==> config.mk <==
export PLATFORM = sky130hd
export DESIGN_NAME = serializer
export DESIGN_NICKNAME = d
export VERILOG_FILES = /design/src/rtl/serializer.sv
export SDC_FILE = /design/constraint.sdc
export NUM_CORES = 1
export LEC_CHECK = 0
export CORE_MARGIN = 2
export CORE_UTILIZATION = 45
export DETAILED_ROUTE_END_ITERATION = 8
export HOLD_SLACK_MARGIN = 0.05
export PLACE_DENSITY = 0.74
export SLEW_MARGIN = 20
export SYNTH_ARGS = -nofsm -noshare
export SYNTH_HDL_FRONTEND = slang
export SYNTH_SLANG_ARGS = --single-unit
==> constraint.sdc <==
create_clock -name clk_i -period 1.8 [get_ports clk_i]
set_input_delay 0.45 -clock clk_i [delete_from_list [all_inputs] [get_ports clk_i]]
set_output_delay 0.45 -clock clk_i [all_outputs]
set_load 0.005 [all_outputs]
==> src/rtl/serializer.sv <==
// serializer: parallel-to-serial converter, MSB first, variable length 3..DATA_W bits.
// Ports:
//   clk_i          - clock, rising edge
//   rst_n_i        - asynchronous active-low reset
//   data_i         - parallel word; bit DATA_W-1 is sent first
//   data_mod_i     - bits to send; 0 means DATA_W, 1 and 2 are dropped
//   data_val_i     - word valid, sampled when the block is ready
//   ser_data_o     - serial bit (0 whenever ser_data_val_o is 0)
//   ser_data_val_o - serial bit valid
//   busy_o         - transmission in progress
module serializer #(
   parameter int unsigned DATA_W = 16,
   parameter int unsigned MOD_W  = $clog2(DATA_W)
) (
   input  logic              clk_i,
   input  logic              rst_n_i,
   input  logic [DATA_W-1:0] data_i,
   input  logic [MOD_W-1:0]  data_mod_i,
   input  logic              data_val_i,
   output logic              ser_data_o,
   output logic              ser_data_val_o,
   output logic              busy_o
);

   typedef enum logic {
      IDLE = 1'b0,
      SEND = 1'b1
   } state_t;

   state_t              state, state_nxt;
   logic [DATA_W-1:0]   shift, shift_nxt;
   logic [MOD_W-1:0]    cnt, cnt_nxt;
   logic                ser_data_nxt;
   logic                ser_val_nxt;
   logic                busy_nxt;
   logic                legal;
   logic                accept;
   logic [MOD_W-1:0]    len_m1;

   // Length decode: 0 selects a full word, 1 and 2 are rejected.
   assign legal  = (data_mod_i != MOD_W'(1)) && (data_mod_i != MOD_W'(2));
   assign len_m1 = (data_mod_i == '0) ? MOD_W'(DATA_W - 1) : data_mod_i - MOD_W'(1);

   // The edge that retires the last bit doubles as the idle edge, so a held
   // data_val_i streams words back-to-back with no gap.
   assign accept = data_val_i && legal && ((state == IDLE) || (cnt == '0));

   // Next-state and registered-output values.
   // The shift register holds the bits still to be sent; the bit on the line
   // is already in ser_data_o, so a load puts the MSB there directly.
   always_comb begin
      state_nxt    = state;
      shift_nxt    = shift;
      cnt_nxt      = cnt;
      ser_data_nxt = 1'b0;
      ser_val_nxt  = 1'b0;
      busy_nxt     = 1'b0;
      case (state)
         IDLE: begin
            if (accept) begin
               state_nxt    = SEND;
               shift_nxt    = data_i << 1;
               cnt_nxt      = len_m1;
               ser_data_nxt = data_i[DATA_W-1];
               ser_val_nxt  = 1'b1;
               busy_nxt     = 1'b1;
            end
         end
         SEND: begin
            if (cnt != '0) begin
               shift_nxt    = shift << 1;
               cnt_nxt      = cnt - MOD_W'(1);
               ser_data_nxt = shift[DATA_W-1];
               ser_val_nxt  = 1'b1;
               busy_nxt     = 1'b1;
            end else if (accept) begin
               shift_nxt    = data_i << 1;
               cnt_nxt      = len_m1;
               ser_data_nxt = data_i[DATA_W-1];
               ser_val_nxt  = 1'b1;
               busy_nxt     = 1'b1;
            end else begin
               state_nxt = IDLE;
            end
         end
         default: state_nxt = IDLE;
      endcase
   end

   // State, datapath and output registers.
   always_ff @(posedge clk_i or negedge rst_n_i) begin
      if (!rst_n_i) begin
         state          <= IDLE;
         shift          <= '0;
         cnt            <= '0;
         ser_data_o     <= 1'b0;
         ser_data_val_o <= 1'b0;
         busy_o         <= 1'b0;
      end else begin
         state          <= state_nxt;
         shift          <= shift_nxt;
         cnt            <= cnt_nxt;
         ser_data_o     <= ser_data_nxt;
         ser_data_val_o <= ser_val_nxt;
         busy_o         <= busy_nxt;
      end
   end

endmodule

* Word-level counts from Yosys, hierarchy flattened
Index checks and enable logic that the tools add are counted.
** Cells by class
- Bitwise gates (word level) :: 1
- Reductions and logical operators :: 7
- Mux-type cells :: 13
- Add/sub/neg operators :: 2
- Equal/unequal tests :: 2
** Operator list (count)
- 2-to-1 mux 16 bit :: 2
- case mux 16 bit (2 select lines) :: 1
- 2-to-1 mux 4 bit :: 3
- logical NOT 4 bit :: 2
- case mux 4 bit (2 select lines) :: 1
- subtractor 4 x 1 -> 4 bit, second input constant :: 2
- 2-to-1 mux 1 bit :: 4
- inequality test 4 x 1 -> 1 bit, second input constant :: 1
- inequality test 4 x 2 -> 1 bit, second input constant :: 1
- case mux 1 bit (2 select lines) :: 2
- nonzero test 4 bit :: 1
- logical AND 1 bit :: 3
- logical OR 1 bit :: 1
- inverter 1 bit :: 1
** Word-level totals
- Register bits after elaboration :: 22
- Input port bits :: 23
- Output and inout port bits :: 3

* Longest topological paths before layout
Gate-level depths: netlist (run 1).
- Word-level depth :: 7
- Gate-level depth with buffers :: 8

* Least setup slack after synthesis (run 1)
OpenSTA, ideal clock, no wires.
- Kind :: input -> register
- From :: input data_mod_i[0]
- To :: register cnt[3]
- Arrival :: 1425 ps
- Slack :: 255 ps
- Data required time :: 1680 ps
- Cell stages on the path :: 6
- Cell sequence :: inv_1 ha_1 nor2_1 o31a_1 mux2_2 o211a_1
** On the way
- Word-level cells in the longest chain between the ends :: 7
- Elaborated cells between the ends (all ways) :: 11
- Those cells by class :: 1 x add/sub; 2 x eq/ne; 4 x mux; 4 x reduce/logical
** RTL lines
- from (decl) :: RTL line 18 : input logic [MOD_W-1:0] data_mod_i,
- parallel branches: the longest is 4 deep, another holds subtractor 4 x 1 -> 4 bit
- 2-to-1 mux 4 bit (*) :: RTL line 60, 76
- 2-to-1 mux 4 bit :: RTL line 70 : if (cnt != '0) begin
- case mux 4 bit (2 select lines) (*) :: RTL line 58 : case (state)
- net cnt_nxt[3] :: RTL line 32 : logic [MOD_W-1:0] cnt, cnt_nxt;
- to (signal assigned) :: RTL line 102 : cnt <= cnt_nxt;
- to (decl) :: RTL line 32
Mark *: on every way through the listed nets, which the timed path passes.

==> run summary, run 1 <==
Largest net degree at the start of global routing = 23
Antenna violations before repair = 0
Final Core Density = 62.1%
Avg WL per Cell = 12.0 µm
Worst path depth = 1
FF-to-FF End = cnt[3]
Io pins = 26
Longest Clk Path Bufs = 2
Worst path arrival time = 1.26 ns
Fmax = 585 MHz
Area post-placement = 0.00149 mm²
Outcome = complete, no violations
Core area = 0.00248 mm²
Hold Fails Final Rpt = 0
Synth area leaders = dfrtp_1, nand2_1, a31oi_1, nor2_1, ha_1
Violation count after the first detailed-route iteration = 19
Total GRT Usage = 17.4%
Kind of cell adding the most delay to the critical path = buffers and inverters
Initial Util = 47.7%
Total CTS buffers = 3
Area share of the largest cell type after synthesis = 46.6%
Slowest stage delay, CP = 0.52 ns
Antenna-violating nets left = 0
DR DRC count = 0
Final Cell Area = 0.00154 mm²
Max Slew Vio Count = 0
Worst-path clk slew = 0.12 ns
Slack of the critical path = 0.0897 ns
Fillers = 226
Endpoints failing setup = 0
Element type at the critical path start = flip-flop
DIE HEIGHT = 55.3 µm
Mapped Cells = 134
Pwr Density = 1290 mW/mm²
N_diodes = 0
Final min period = 1.71 ns
Critical path required time = 1.35 ns
Leakage dissipation = 0.000692 µW
Yosys reg bits = 22
Port Buf Inserts = 25
Slew HR = 78.9%
Syn_nets = 162
Yosys cell types = 29
Avg Vias per Cell = 5.18
Critical path class = flip-flop to output port
Gpl congestion = 0.791
CTS sink cnt = 22
CP cell instances = clkdlybuf4s50_1
Nets = 195
Total Neg Setup Slack = 0 ns
Hpwl dp = 1.79 mm
P&R area growth vs syn = 30.1%
H-Tree Depth = 1
Worst reg2reg path depth = 6
Post-synth EDFFs = 0
First-pass detailed-route iteration total = 4
Pre-CTS WS = -0.380 ns
Most common cell in the netlist = nand2_1
RSZ-0062 raised after global routing = false
Slowest-stage cell, CP = clkdlybuf4s50_1
First-pass GRT wire length = 4.33 mm
Mean Syn Cell Area = 8.82 µm²
Hold slack = 0.477 ns
Vias = 1016
Clock root cell = clkbuf_4
Row count = 18
Number of synthesis warnings = 0
Postcts setup bufs = 0
Netlist Area Pre-Place = 0.00118 mm²
Crit end category = output port
Max cap viols = 0
Area leader, netlist = dfrtp_1
WP buf/inv = 1
Final period util = 95.0%
Final WL = 2.35 mm
Least-Margin Pin Slew = 0.315 ns
Seq/Total Area, Yosys = 46.6%
Ys async rst share = 100%
Setup Skew = 0.00677 ns
Reg-to-reg startpoint = cnt[0]
Min-delay worst type = input pin to async pin
FF-to-FF setup slack = 0.21 ns
CTS tree = yes
Clock latency on the worst-skew pair = 0.30 ns
Top_reg_cell synth = dfrtp_1
Worst Path Max Fanout = 8
Grt ovf = 0
Die W = 55.3 µm
Die ar. = 0.00305 mm²
Max rail drop VDD = 0.823 mV
Commonest cells post-synth = nand2_1, dfrtp_1, nor2_1
Share of layout cells above drive strength 1 = 13.9%
Vias in the first global route = 1036
==> state kept, by name, indices dropped and copies added, names as in the netlist <==
signal and flops:
ser_data_o 1, shift 16, state 1, cnt 4
==> report_power, final <==
part | internal [µW] | switching (µW) | leakage, µW
Combinational | 415 | 426 | 0.000415
Sequential | 731 | 145 | 0.000257
Clock | 123 | 144 | 0.0000210
Total | 1270 | 715 | 0.000692
==> metal layers <==
layer  wire, µm  GRT usage (%)
met1       1060           22.1
met2       1140           28.2
met4         27           8.71
met3        116           3.28
met5          0              0
==> metrics by stage <==
stage	std cells	total power (µW)
final	196	1980
after global routing	196	2180
after CTS	196	2000
after detailed placement	192	1730
after global placement	192	1680
after floorplan	134	1480
==> cell type report <==
class                   instances  area (µm²)  share of cell area (%)
well taps                      30        37.5                    2.44
inverters                       5        18.8                    1.22
clock buffers                   4        36.3                    2.36
multi-input cells              98         544                    35.4
repair buffers                 37         349                    22.7
flip-flops and latches         22         552                    35.9
==> cell families (layout without fill, tap and decap cells) <==
family	Yosys count	after routing	share of synthesized area, %
AO/OA/AOI/OAI	28	28	16.3
adder cells (fa/ha/maj)	5	5	5.29
buffers and inverters	14	46	7.62
flip-flops	22	22	46.6
multiplexers	3	3	2.75
AND/OR/NAND/NOR	62	62	21.5
==> placed cells by master, fill, tap and decap left out, types with 2 or more instances in the layout <==
cell type	Yosys	layout
clkbuf_4	0	3
a21oi_1	2	2
nand2_1	33	33
ha_1	5	5
buf_6	1	2
clkdlybuf4s50_1	0	23
nor2_1	19	18
dfrtp_1	22	21
inv_1	5	4
o211ai_1	2	2
mux2_2	2	2
o21ai_0	2	2
a31oi_1	15	15
nand3_1	3	3
nand2b_1	2	2
buf_4	2	10
==> worst max path at each step <==
stage	start	end	slack (ns)
after detailed placement	data_mod_i[0]	shift[5]	-0.38
after global routing	state	busy_o	0.01
final	state	ser_data_val_o	0.09
after global placement	data_mod_i[0]	shift[15]	-0.28
after CTS	data_mod_i[1]	cnt[3]	0.01
after floorplan	data_mod_i[0]	cnt[3]	0.25
==> what timing repair did <==
action,CTS,global route
hold buffers,0,0
cloned,0,0
resized for setup,4,3
pin swaps,1,0
setup endpoints to repair,14,18
Power figures use the tool's default switching activity.
==> run 2: changes to the inputs <==
--- a/config.mk
+++ b/config.mk
@@ -8,6 +8,7 @@
 export CORE_MARGIN = 2
 export CORE_UTILIZATION = 45
 export DETAILED_ROUTE_END_ITERATION = 8
+export GPL_TIMING_DRIVEN = 0
 export HOLD_SLACK_MARGIN = 0.05
 export PLACE_DENSITY = 0.74
 export SLEW_MARGIN = 20
==> run summary, run 2 (synthesized netlist as in run 1, its figures left out) <==
Gpl congestion = 0.740
Violation count after the first detailed-route iteration = 22
Antenna-violating nets left = 0
RSZ-0062 raised after global routing = false
Largest net degree at the start of global routing = 23
Critical path required time = 2.03 ns
Most frequent cells in the layout = nand2_1, dfrtp_1, clkdlybuf4s50_1, nor2_1, a31oi_1
Slack of the critical path = 0.134 ns
Largest registers = shift x16, cnt x4
Die ar. = 0.00305 mm²
Critical path class = input pin to flip-flop
Total CTS buffers = 3
Most common cell after layout, fill and taps aside = nand2_1
Io pins = 26
Hpwl dp = 1.82 mm
Core area = 0.00248 mm²
Max cap viols = 0
Endpoints failing setup = 0
Pre-CTS WS = -0.485 ns
DR DRC count = 0
Avg Vias per Cell = 5.31
Vias = 1040
Port Buf Inserts = 25
Outcome = complete, no violations
N_diodes = 0
Share of layout cells above drive strength 1 = 14.5%
Least-Margin Pin Slew = 0.476 ns
Max Slew Vio Count = 0
Nets = 195
Pwr Density = 1330 mW/mm²
Area post-placement = 0.00147 mm²
Most flop-heavy register = shift
Clock root cell = clkbuf_4
Clock latency on the worst-skew pair = 0.30 ns
Hold Fails Final Rpt = 0
Leakage dissipation = 0.000687 µW
Total GRT Usage = 17.7%
DIE HEIGHT = 55.3 µm
Final Cell Area = 0.00153 mm²
Total Neg Setup Slack = 0 ns
First-pass GRT wire length = 4.39 mm
Fmax = 600 MHz
First-pass detailed-route iteration total = 4
Max rail drop VDD = 0.708 mV
Final WL = 2.49 mm
Vias in the first global route = 1024
Worst path arrival time = 1.89 ns
Die W = 55.3 µm
Final period util = 92.5%
Min-delay worst type = input pin to async pin
Avg WL per Cell = 12.7 µm
Initial Util = 47.7%
CTS tree = yes
Element type at the critical path start = input pin
Max reg flops = 16
P&R area growth vs syn = 29.4%
Row count = 18
Grt ovf = 0
Crit end category = flip-flop
H-Tree Depth = 1
Slew HR = 68.2%
Worst Path Max Fanout = 10
CTS sink cnt = 22
Longest Clk Path Bufs = 2
Setup Skew = 0.00793 ns
Final min period = 1.67 ns
Antenna violations before repair = 0
Worst-path clk slew = 0.12 ns
## run 2: cell type report
type | instances | area (µm²)
sequential | 22 | 552
fill | 221 | 947
buffer | 9 | 76.3
tap | 30 | 37.5
clock buffer | 4 | 36.3
inverter | 5 | 18.8
timing repair buffer | 28 | 268
multi-input combinational | 98 | 542
## run 2: path summary, 6_finish.rpt
check                             to  slack (ns)  cells past startpoint     startpoint
hold reg to reg             shift[0]        0.52                      1       shift[0]
hold / removal             shift[10]        0.08                      1        rst_n_i
max in group asynchronous      state        1.37                      1        rst_n_i
setup / recovery           shift[12]        0.13                      9  data_mod_i[0]
setup reg to reg            shift[8]        0.22                      7         cnt[0]
min in group clk_i          shift[0]        0.52                      1       shift[0]
## run 2: report_power, final
group,leakage (µW),internal (µW),switching [µW]
registers,0.000257,731,132
clock network,0.0000210,123,143
logic,0.000409,435,468
total,0.000687,1290,743
## run 2: metal layers
layer  GRT usage [%]  up-vias  wire [µm]
met1            22.2      491       1160
met5               0        -          0
met2            29.4       20       1210
met3            3.04        5         73
li1                -      524          -
met4            8.36        0         48
## run 2: timing repair
item,4_1_cts,5_1_grt
endpoints found under the hold margin,0,0
hold buffers,0,0
buffers inserted,3,0
resized for setup,7,1
pin swaps,1,0
setup endpoints to repair,23,1
## run 2: critical path, stage by stage
cell and delay [ns]:
dlygate4sd2_1 0.28, inv_2 0.09, ha_1 0.15, nor2_1 0.06
o31ai_2 0.30, buf_6 0.19, buf_12 0.13, nand2_1 0.06
a31oi_1 0.18
## run 2: per-stage QoR
stage	hold slack [ns]	instances	total power, µW	util [%]
after floorplan	0.154	134	1480	-
after global placement	0.499	189	1710	59.3
after detailed placement	0.498	189	1760	59.3
after CTS	0.529	196	2040	61.9
after global routing	0.111	196	2190	61.8
final	0.0808	196	2030	61.8
==> run 3: changes to the inputs <==
--- a/config.mk
+++ b/config.mk
@@ -9,7 +9,6 @@
 export CORE_UTILIZATION = 45
 export DETAILED_ROUTE_END_ITERATION = 8
 export GPL_TIMING_DRIVEN = 0
-export HOLD_SLACK_MARGIN = 0.05
 export PLACE_DENSITY = 0.74
 export SLEW_MARGIN = 20
 export SYNTH_ARGS = -nofsm -noshare
==> results of run 3 <==
The final DEF is identical to that of run 2; final timing and power are the same.
